[src/rtl/mmio_stream_fifo.sv]
// ============================================================================
// mmio_stream_fifo : multi-channel MMIO-written FIFOs drained by valid/ready
//                    consumers, on the picorv32 native memory bus.
// Option macro     : MMIO_STREAM_FIFO_BLOCKING_WRITE_EN (stall writes to full)
// Revision         : 1.0 - initial release
// ============================================================================
`default_nettype none

module mmio_stream_fifo #(
    parameter int          N_CHANNELS = 2,
    parameter int          DATA_WIDTH = 8,
    parameter int          DEPTH      = 16,
    parameter logic [31:0] BASE_ADDR  = 32'h1000_0000
) (
    input  logic                             clk,
    input  logic                             reset,
    input  logic                             mem_valid,
    input  logic [31:0]                      mem_addr,
    input  logic [31:0]                      mem_wdata,
    input  logic [3:0]                       mem_wstrb,
    output logic                             mem_ready,
    output logic [31:0]                      mem_rdata,
    output logic [N_CHANNELS*DATA_WIDTH-1:0] out_data,
    output logic [N_CHANNELS-1:0]            out_valid,
    input  logic [N_CHANNELS-1:0]            out_ready
);

    localparam int              c_AW  = $clog2(DEPTH);
    localparam int              c_PW  = c_AW + 1;
    localparam int              c_CW  = (N_CHANNELS > 1) ? $clog2(N_CHANNELS) : 1;
    localparam logic [32:0]     c_END = {1'b0, BASE_ADDR} + 33'(16 * N_CHANNELS);
    localparam logic [c_PW-1:0] c_ONE = c_PW'(1);

    typedef enum logic [0:0] {
        S_IDLE = 1'b0,
        S_ACK  = 1'b1
    } state_t;

    state_t            r_state;
    state_t            w_state_nxt;
    logic [31:0]       r_rdata;
    logic [31:0]       w_off;
    logic              w_hit;
    logic [c_CW-1:0]   w_ch;
    logic [1:0]        w_reg;
    logic              w_wr;
    logic              w_stall;
    logic              w_do;
    logic [N_CHANNELS-1:0] w_full;
    logic [31:0]       w_status [N_CHANNELS];
    logic              w_unused;

    assign w_off    = mem_addr - BASE_ADDR;
    assign w_hit    = mem_valid && (mem_addr >= BASE_ADDR) && ({1'b0, mem_addr} < c_END);
    assign w_ch     = w_off[4 +: c_CW];
    assign w_reg    = w_off[3:2];
    assign w_wr     = |mem_wstrb;
    assign w_unused = ^{w_off, mem_wdata};

`ifdef MMIO_STREAM_FIFO_BLOCKING_WRITE_EN
    // Hold the bus in IDLE until the target channel has room at cycle start.
    assign w_stall = w_hit && w_wr && (w_reg == 2'd0) && w_full[w_ch];
`else
    assign w_stall = 1'b0;
`endif

    assign w_do = (r_state == S_IDLE) && w_hit && !w_stall;

    always_comb begin
        w_state_nxt = r_state;
        case (r_state)
            S_IDLE:  if (w_do) w_state_nxt = S_ACK;
            S_ACK:   w_state_nxt = S_IDLE;
            default: w_state_nxt = S_IDLE;
        endcase
    end

    always_ff @(posedge clk) begin
        if (reset) begin
            r_state <= S_IDLE;
            r_rdata <= 32'd0;
        end else begin
            r_state <= w_state_nxt;
            if (w_do) begin
                r_rdata <= (!w_wr && (w_reg == 2'd1)) ? w_status[w_ch] : 32'd0;
            end
        end
    end

    assign mem_ready = (r_state == S_ACK);
    assign mem_rdata = mem_ready ? r_rdata : 32'd0;

    for (genvar c = 0; c < N_CHANNELS; c++) begin : g_ch
        logic [DATA_WIDTH-1:0] r_mem [DEPTH];
        logic [c_PW-1:0]       r_wr_ptr;
        logic [c_PW-1:0]       r_rd_ptr;
        logic [c_PW-1:0]       w_cnt;
        logic                  r_ovf;
        logic                  w_empty;
        logic                  w_sel;
        logic                  w_push;
        logic                  w_drop;
        logic                  w_flush;
        logic                  w_rdclr;
        logic                  w_pop;

        assign w_cnt     = r_wr_ptr - r_rd_ptr;
        assign w_empty   = (r_wr_ptr == r_rd_ptr);
        assign w_full[c] = (r_wr_ptr[c_AW] != r_rd_ptr[c_AW]) &&
                           (r_wr_ptr[c_AW-1:0] == r_rd_ptr[c_AW-1:0]);

        assign w_sel   = w_do && (w_ch == c_CW'(c));
        assign w_push  = w_sel && w_wr && (w_reg == 2'd0) && !w_full[c];
        assign w_drop  = w_sel && w_wr && (w_reg == 2'd0) && w_full[c];
        assign w_flush = w_sel && w_wr && (w_reg == 2'd2) && mem_wdata[0];
        assign w_rdclr = w_sel && !w_wr && (w_reg == 2'd1);
        assign w_pop   = out_valid[c] && out_ready[c];

        // Flush outranks any same-cycle push or pop on this channel.
        always_ff @(posedge clk) begin
            if (reset || w_flush) begin
                r_wr_ptr <= '0;
                r_rd_ptr <= '0;
                r_ovf    <= 1'b0;
            end else begin
                if (w_push) r_wr_ptr <= r_wr_ptr + c_ONE;
                if (w_pop)  r_rd_ptr <= r_rd_ptr + c_ONE;
                if (w_drop)       r_ovf <= 1'b1;
                else if (w_rdclr) r_ovf <= 1'b0;
            end
        end

        always_ff @(posedge clk) begin
            if (w_push) r_mem[r_wr_ptr[c_AW-1:0]] <= mem_wdata[DATA_WIDTH-1:0];
        end

        assign out_valid[c] = !w_empty;
        assign out_data[c*DATA_WIDTH +: DATA_WIDTH] =
            w_empty ? '0 : r_mem[r_rd_ptr[c_AW-1:0]];
        assign w_status[c] = {15'd0, 9'(w_cnt), 5'd0, r_ovf, w_full[c], w_empty};
    end

endmodule

`default_nettype wire

[config.mk]
export PLATFORM = sky130hd
export DESIGN_NAME = mmio_stream_fifo
export DESIGN_NICKNAME = d
export VERILOG_FILES = /design/src/rtl/mmio_stream_fifo.sv
export SDC_FILE = /design/constraint.sdc
export NUM_CORES = 1
export LEC_CHECK = 0
export ABC_AREA = 0
export CAP_MARGIN = 15
export CORE_UTILIZATION = 40
export DETAILED_ROUTE_END_ITERATION = 8
export PLACE_DENSITY = 0.69
export RECOVER_POWER = 25
export SLEW_MARGIN = 0
export SYNTH_ARGS = -nofsm -noshare
export SYNTH_HDL_FRONTEND = slang
export SYNTH_SLANG_ARGS = --single-unit
export TNS_END_PERCENT = 10
[constraint.sdc]
create_clock -name clk -period 3.4 [get_ports clk]
set_clock_uncertainty 0.15 [all_clocks]
set_input_delay 0.34 -clock clk [delete_from_list [all_inputs] [get_ports clk]]
set_output_delay 0.34 -clock clk [all_outputs]
set_load 0.01 [all_outputs]
==> impl_results.rst <==
.. list-table::
   :header-rows: 1

   * - Metric
     - Value
   * - Status
     - finished with violations
   * - Violations in the final reports
     - max-capacitance violations, max-slew violations
   * - Family of cells with the greatest summed delay on the critical path
     - multiplexers
   * - Hold-fix buffer count after cts
     - 0
   * - Starting Density
     - 41.1%
   * - Hold Crit Start
     - r_rdata[1]
   * - Fraction of the cycle the final worst path needs
     - 98.5%
   * - Unique cell type count in the Yosys netlist
     - 46
   * - Critical path type
     - flop to primary output
   * - Core box area
     - 29900 µm²
   * - Port Buffer Count
     - 73
   * - Via count of the first global-routing pass
     - 6572
   * - Pin count of the biggest net entering global routing
     - 33
   * - Starting DRC count in detailed routing
     - around 470
   * - Seq pwr share
     - between 50% and 60%
   * - Top achievable clock speed
     - 0.299 GHz
   * - Routability-driven placement congestion ratio
     - ~0.79
   * - Final hold vios
     - 0
   * - Cell with the largest stage delay on the worst path
     - sky130_fd_sc_hd__mux4_2
   * - Crit path buffers/inverters
     - 2
   * - # setup viols final
     - 0
   * - Kind of start point of the critical path
     - flop
   * - Req. time, crit path
     - 2.91 ns
   * - Overall fraction of global-route tracks in use
     - roughly 16%
   * - Root Driver
     - sky130_fd_sc_hd__clkbuf_16
   * - Most frequently used flop master after synthesis
     - sky130_fd_sc_hd__edfxtp_1
   * - Register-to-register path setup slack
     - 0.62 ns
   * - Worst-case vdd ir drop
     - 331 µV
   * - Maximum net fanout on the critical path
     - 8
   * - FF/Latch Area
     - around 8500 µm²
   * - Clock tree from TritonCTS
     - yes
   * - Final Critical Period
     - 3.35 ns
   * - Most used cell, CP
     - sky130_fd_sc_hd__mux4_2
   * - Area growth from synthesis to layout
     - 19.1%
   * - Sequential fraction of the synthesis area
     - 69.0%
   * - Total vias in the final route
     - 6500
   * - Source-to-sink clock delay at the later pin of the worst-skew pair
     - 0.54 ns
   * - Arrival time at the worst endpoint
     - 2.86 ns
   * - Total count of max-transition violations in the final report
     - 65
   * - Reg-to-Reg Start
     - g_ch[1].r_wr_ptr[3]
   * - Buffers from clock root to sink, at most
     - 3
   * - Clock Pin Slew Worst Setup and Hold Paths
     - 0.06 ns
   * - Overflow left after global routing
     - 0
   * - Wire length of the first global-routing pass
     - 38200 µm
   * - Site Rows
     - 63
   * - Cell-by-cell trace of the critical path
     - buf_8 -> mux4_2 -> mux4_2 -> and2_1 -> clkdlybuf4s50_1
   * - Net switching share of the total power
     - 19.6%
   * - Post-synth design cell area
     - around 12000 µm²
   * - Horizontal die dimension
     - around 180 µm
   * - EDFF count, synth
     - 256
   * - Post-layout util
     - 48.9%
   * - Share of synthesized registers carrying an async set or reset
     - 0%
   * - Maximum capacitance violations
     - 2
   * - Final instance count without filler cells
     - 1230
   * - Vias per std cell
     - 5.28
   * - Num CTS Buffers
     - 29
   * - Highest cell delay on the worst timing path
     - 0.54 ns
   * - Number of H-tree levels
     - 1
   * - Residual antenna-violating net count after detailed routing
     - 0
   * - Cell total after placement
     - 1173
   * - Power share of the combinational group
     - roughly 2.1%
   * - Actual transition at the worst max-transition pin
     - 1.52 ns
   * - DP Wirelength
     - 16200 µm
   * - DR DRC count
     - 0
   * - Antenna violations before repair
     - 1
   * - I/O pins
     - 124
   * - Endpoint type of the worst setup path
     - primary output
   * - Final routed wirelength across all metal layers
     - 24900 µm
   * - Number of warnings reported in the yosys synthesis log
     - 0
   * - Switching pwr
     - approximately 1.4 mW
   * - Final Net Count
     - 911
   * - Pwr/cell area
     - roughly 480 nW/µm²
   * - Syn Area/Cell
     - about 18 µm²
   * - Setup repair after global routing missed its margin
     - true
   * - Path type of the worst min-delay path
     - flop to flop
   * - Total power consumption of the routed design
     - 7.00 mW
   * - Count of state elements after synthesis
     - 295
   * - Internal Dissipation
     - ~5.6 mW
   * - Relative max-transition margin
     - -1.49%
   * - Number of diodes added for antenna fixing
     - 0
   * - Post-Synthesis Cells
     - 687
   * - Sum Neg Setup Slack
     - 0 ns
   * - Leak
     - 4.69 nW
   * - Routed len/inst
     - 20.2 µm
   * - Clock share of power
     - about two fifths
   * - Die Outline Area
     - 31400 µm²
   * - Number of filler cells placed in the layout
     - 2423
   * - Sinks on Clock Net
     - a little under 300
   * - Share of final-layout standard cells stronger than drive strength 1
     - 22.6%
   * - Iteration count of the initial detailed-routing pass
     - 5
   * - Floorplan die height
     - 177 µm
   * - Total area of multi-input combinational cells
     - 3500 µm²
cells in the mapped netlist (3+ instances only):
cell / count / share of area [%]
sky130_fd_sc_hd__dfxtp_1: 39 / 6.4
sky130_fd_sc_hd__nand4_1: 12 / 0.61
sky130_fd_sc_hd__mux4_2: 80 / 15
sky130_fd_sc_hd__nand2b_1: 5 / 0.25
sky130_fd_sc_hd__a22oi_1: 5 / 0.31
sky130_fd_sc_hd__clkbuf_1: 6 / 0.18
sky130_fd_sc_hd__nor4_1: 7 / 0.36
sky130_fd_sc_hd__buf_2: 6 / 0.24
sky130_fd_sc_hd__nor3_1: 11 / 0.45
sky130_fd_sc_hd__xnor2_1: 17 / 1.2
sky130_fd_sc_hd__nand2_1: 18 / 0.55
sky130_fd_sc_hd__xor2_1: 5 / 0.36
sky130_fd_sc_hd__edfxtp_1: 256 / 63
sky130_fd_sc_hd__ha_1: 18 / 1.8
sky130_fd_sc_hd__inv_1: 15 / 0.46
sky130_fd_sc_hd__mux2i_1: 5 / 0.41
sky130_fd_sc_hd__o211ai_1: 3 / 0.18
sky130_fd_sc_hd__o21ai_0: 5 / 0.20
sky130_fd_sc_hd__buf_4: 31 / 1.9
sky130_fd_sc_hd__buf_1: 11 / 0.34
sky130_fd_sc_hd__and2_1: 24 / 1.2
sky130_fd_sc_hd__a21oi_1: 10 / 0.41
sky130_fd_sc_hd__o31ai_1: 3 / 0.18
sky130_fd_sc_hd__nor2_1: 57 / 1.7
sky130_fd_sc_hd__a21o_1: 3 / 0.18
sky130_fd_sc_hd__nand3_1: 5 / 0.20
state kept, by name, indices dropped and copies added, names as in the netlist, named ones only:
| signal | count |
|---|---|
| g_ch.r_rd_ptr | 10 |
| g_ch.r_wr_ptr | 10 |
| r_rdata | 8 |
| mem_ready | 1 |
| g_ch.r_ovf | 2 |
| g_ch.r_mem | 256 |
logic make-up after synthesis:
kind of cell               synth area share, %
adders and majority gates                 2.16
muxes                                     15.3
AOI/OAI and AO/OA                         1.94
buffers and inverters                     3.21
xor gates and xnor gates                  1.57
DFF                                       69.0
and+or+nand+nor                           6.83
other                                   0.0306
final cells by class:
cell class,count,share of cell area (%)
sequential,295,58.0
multi-input combinational,345,24.0
timing repair buffer,132,8.40
clock buffer,37,5.17
tap,390,3.34
clock inverter,16,0.753
inverter,15,0.385
layer usage:
metal  vias to the layer above  share of wire (%)  GRT usage [%]
met4                         2                2.0           4.24
met2                       211                 48           26.3
met5                         -              0.052              0
li1                       2925                  -              -
met3                        39                5.6           2.34
met1                      3323                 44           22.8
power by group through the flow:
stage	clock network, mW	logic [mW]	registers [mW]
2_1_floorplan	0	0.0548	4.01
3_3_place_gp	0	0.147	4.00
3_5_place_dp	0	0.152	4.00
4_1_cts	2.99	0.151	3.93
5_1_grt	3.12	0.164	3.93
6_report	2.93	0.150	3.93
worst reg2reg max path, delay by kind of cell (launching register included):
kind / cells / cell delay, ns
simple gates: 4 / 0.97
fa+ha+maj: 1 / 0.35
flops: 1 / 0.56
buf+inv: 1 / 0.25
compound gates: 1 / 0.17
what timing repair did:
item	4_1_cts	5_1_grt
resized for setup	11	3
setup buffers	3	0
pin swaps	0	0
endpoints found under the setup margin	16	7
final timing paths:
kind / end / cells past startpoint
hold / removal: r_rdata[1] / 2
setup / recovery: out_data[0] / 5
hold reg to reg: r_rdata[1] / 2
setup reg to reg: g_ch[1].r_mem[0][2] / 7
cells in the final DEF, fill, tap and decap left out, types with 3 or more instances in the layout:
master                              n
sky130_fd_sc_hd__clkinv_2           7
sky130_fd_sc_hd__xnor2_1           17
sky130_fd_sc_hd__mux4_2            80
sky130_fd_sc_hd__dfxtp_1           36
sky130_fd_sc_hd__o211ai_1           3
sky130_fd_sc_hd__inv_1             15
sky130_fd_sc_hd__o31ai_1            3
sky130_fd_sc_hd__buf_4             46
sky130_fd_sc_hd__and2_1            24
sky130_fd_sc_hd__nor4_1             7
sky130_fd_sc_hd__buf_12             4
sky130_fd_sc_hd__mux2i_1            5
sky130_fd_sc_hd__clkdlybuf4s50_1   59
sky130_fd_sc_hd__ha_1              18
sky130_fd_sc_hd__clkbuf_1          14
sky130_fd_sc_hd__nor3_1            11
sky130_fd_sc_hd__clkinv_1           4
sky130_fd_sc_hd__xor2_1             5
sky130_fd_sc_hd__a21oi_1           10
sky130_fd_sc_hd__clkbuf_16         29
sky130_fd_sc_hd__o21ai_0            5
sky130_fd_sc_hd__dlygate4sd3_1      7
sky130_fd_sc_hd__dlygate4sd2_1      6
sky130_fd_sc_hd__nand4_1           12
sky130_fd_sc_hd__a21o_1             3
sky130_fd_sc_hd__nor2_1            57
sky130_fd_sc_hd__nand2_1           17
sky130_fd_sc_hd__conb_1            24
sky130_fd_sc_hd__a22oi_1            5
sky130_fd_sc_hd__nand2b_1           5
sky130_fd_sc_hd__edfxtp_1         256
sky130_fd_sc_hd__nand3_1            5
stage by stage:
stage	hold slack (ns)	setup WS [ns]	area (µm²)
floorplan	0.277	0.742	12400
global placement	0.297	0.441	13700
detailed placement	0.312	0.401	13700
CTS	0.323	0.0100	14600
global route	0.350	-0.0582	14600
finish	0.315	0.0512	14600
Power figures use the tool's default switching activity.
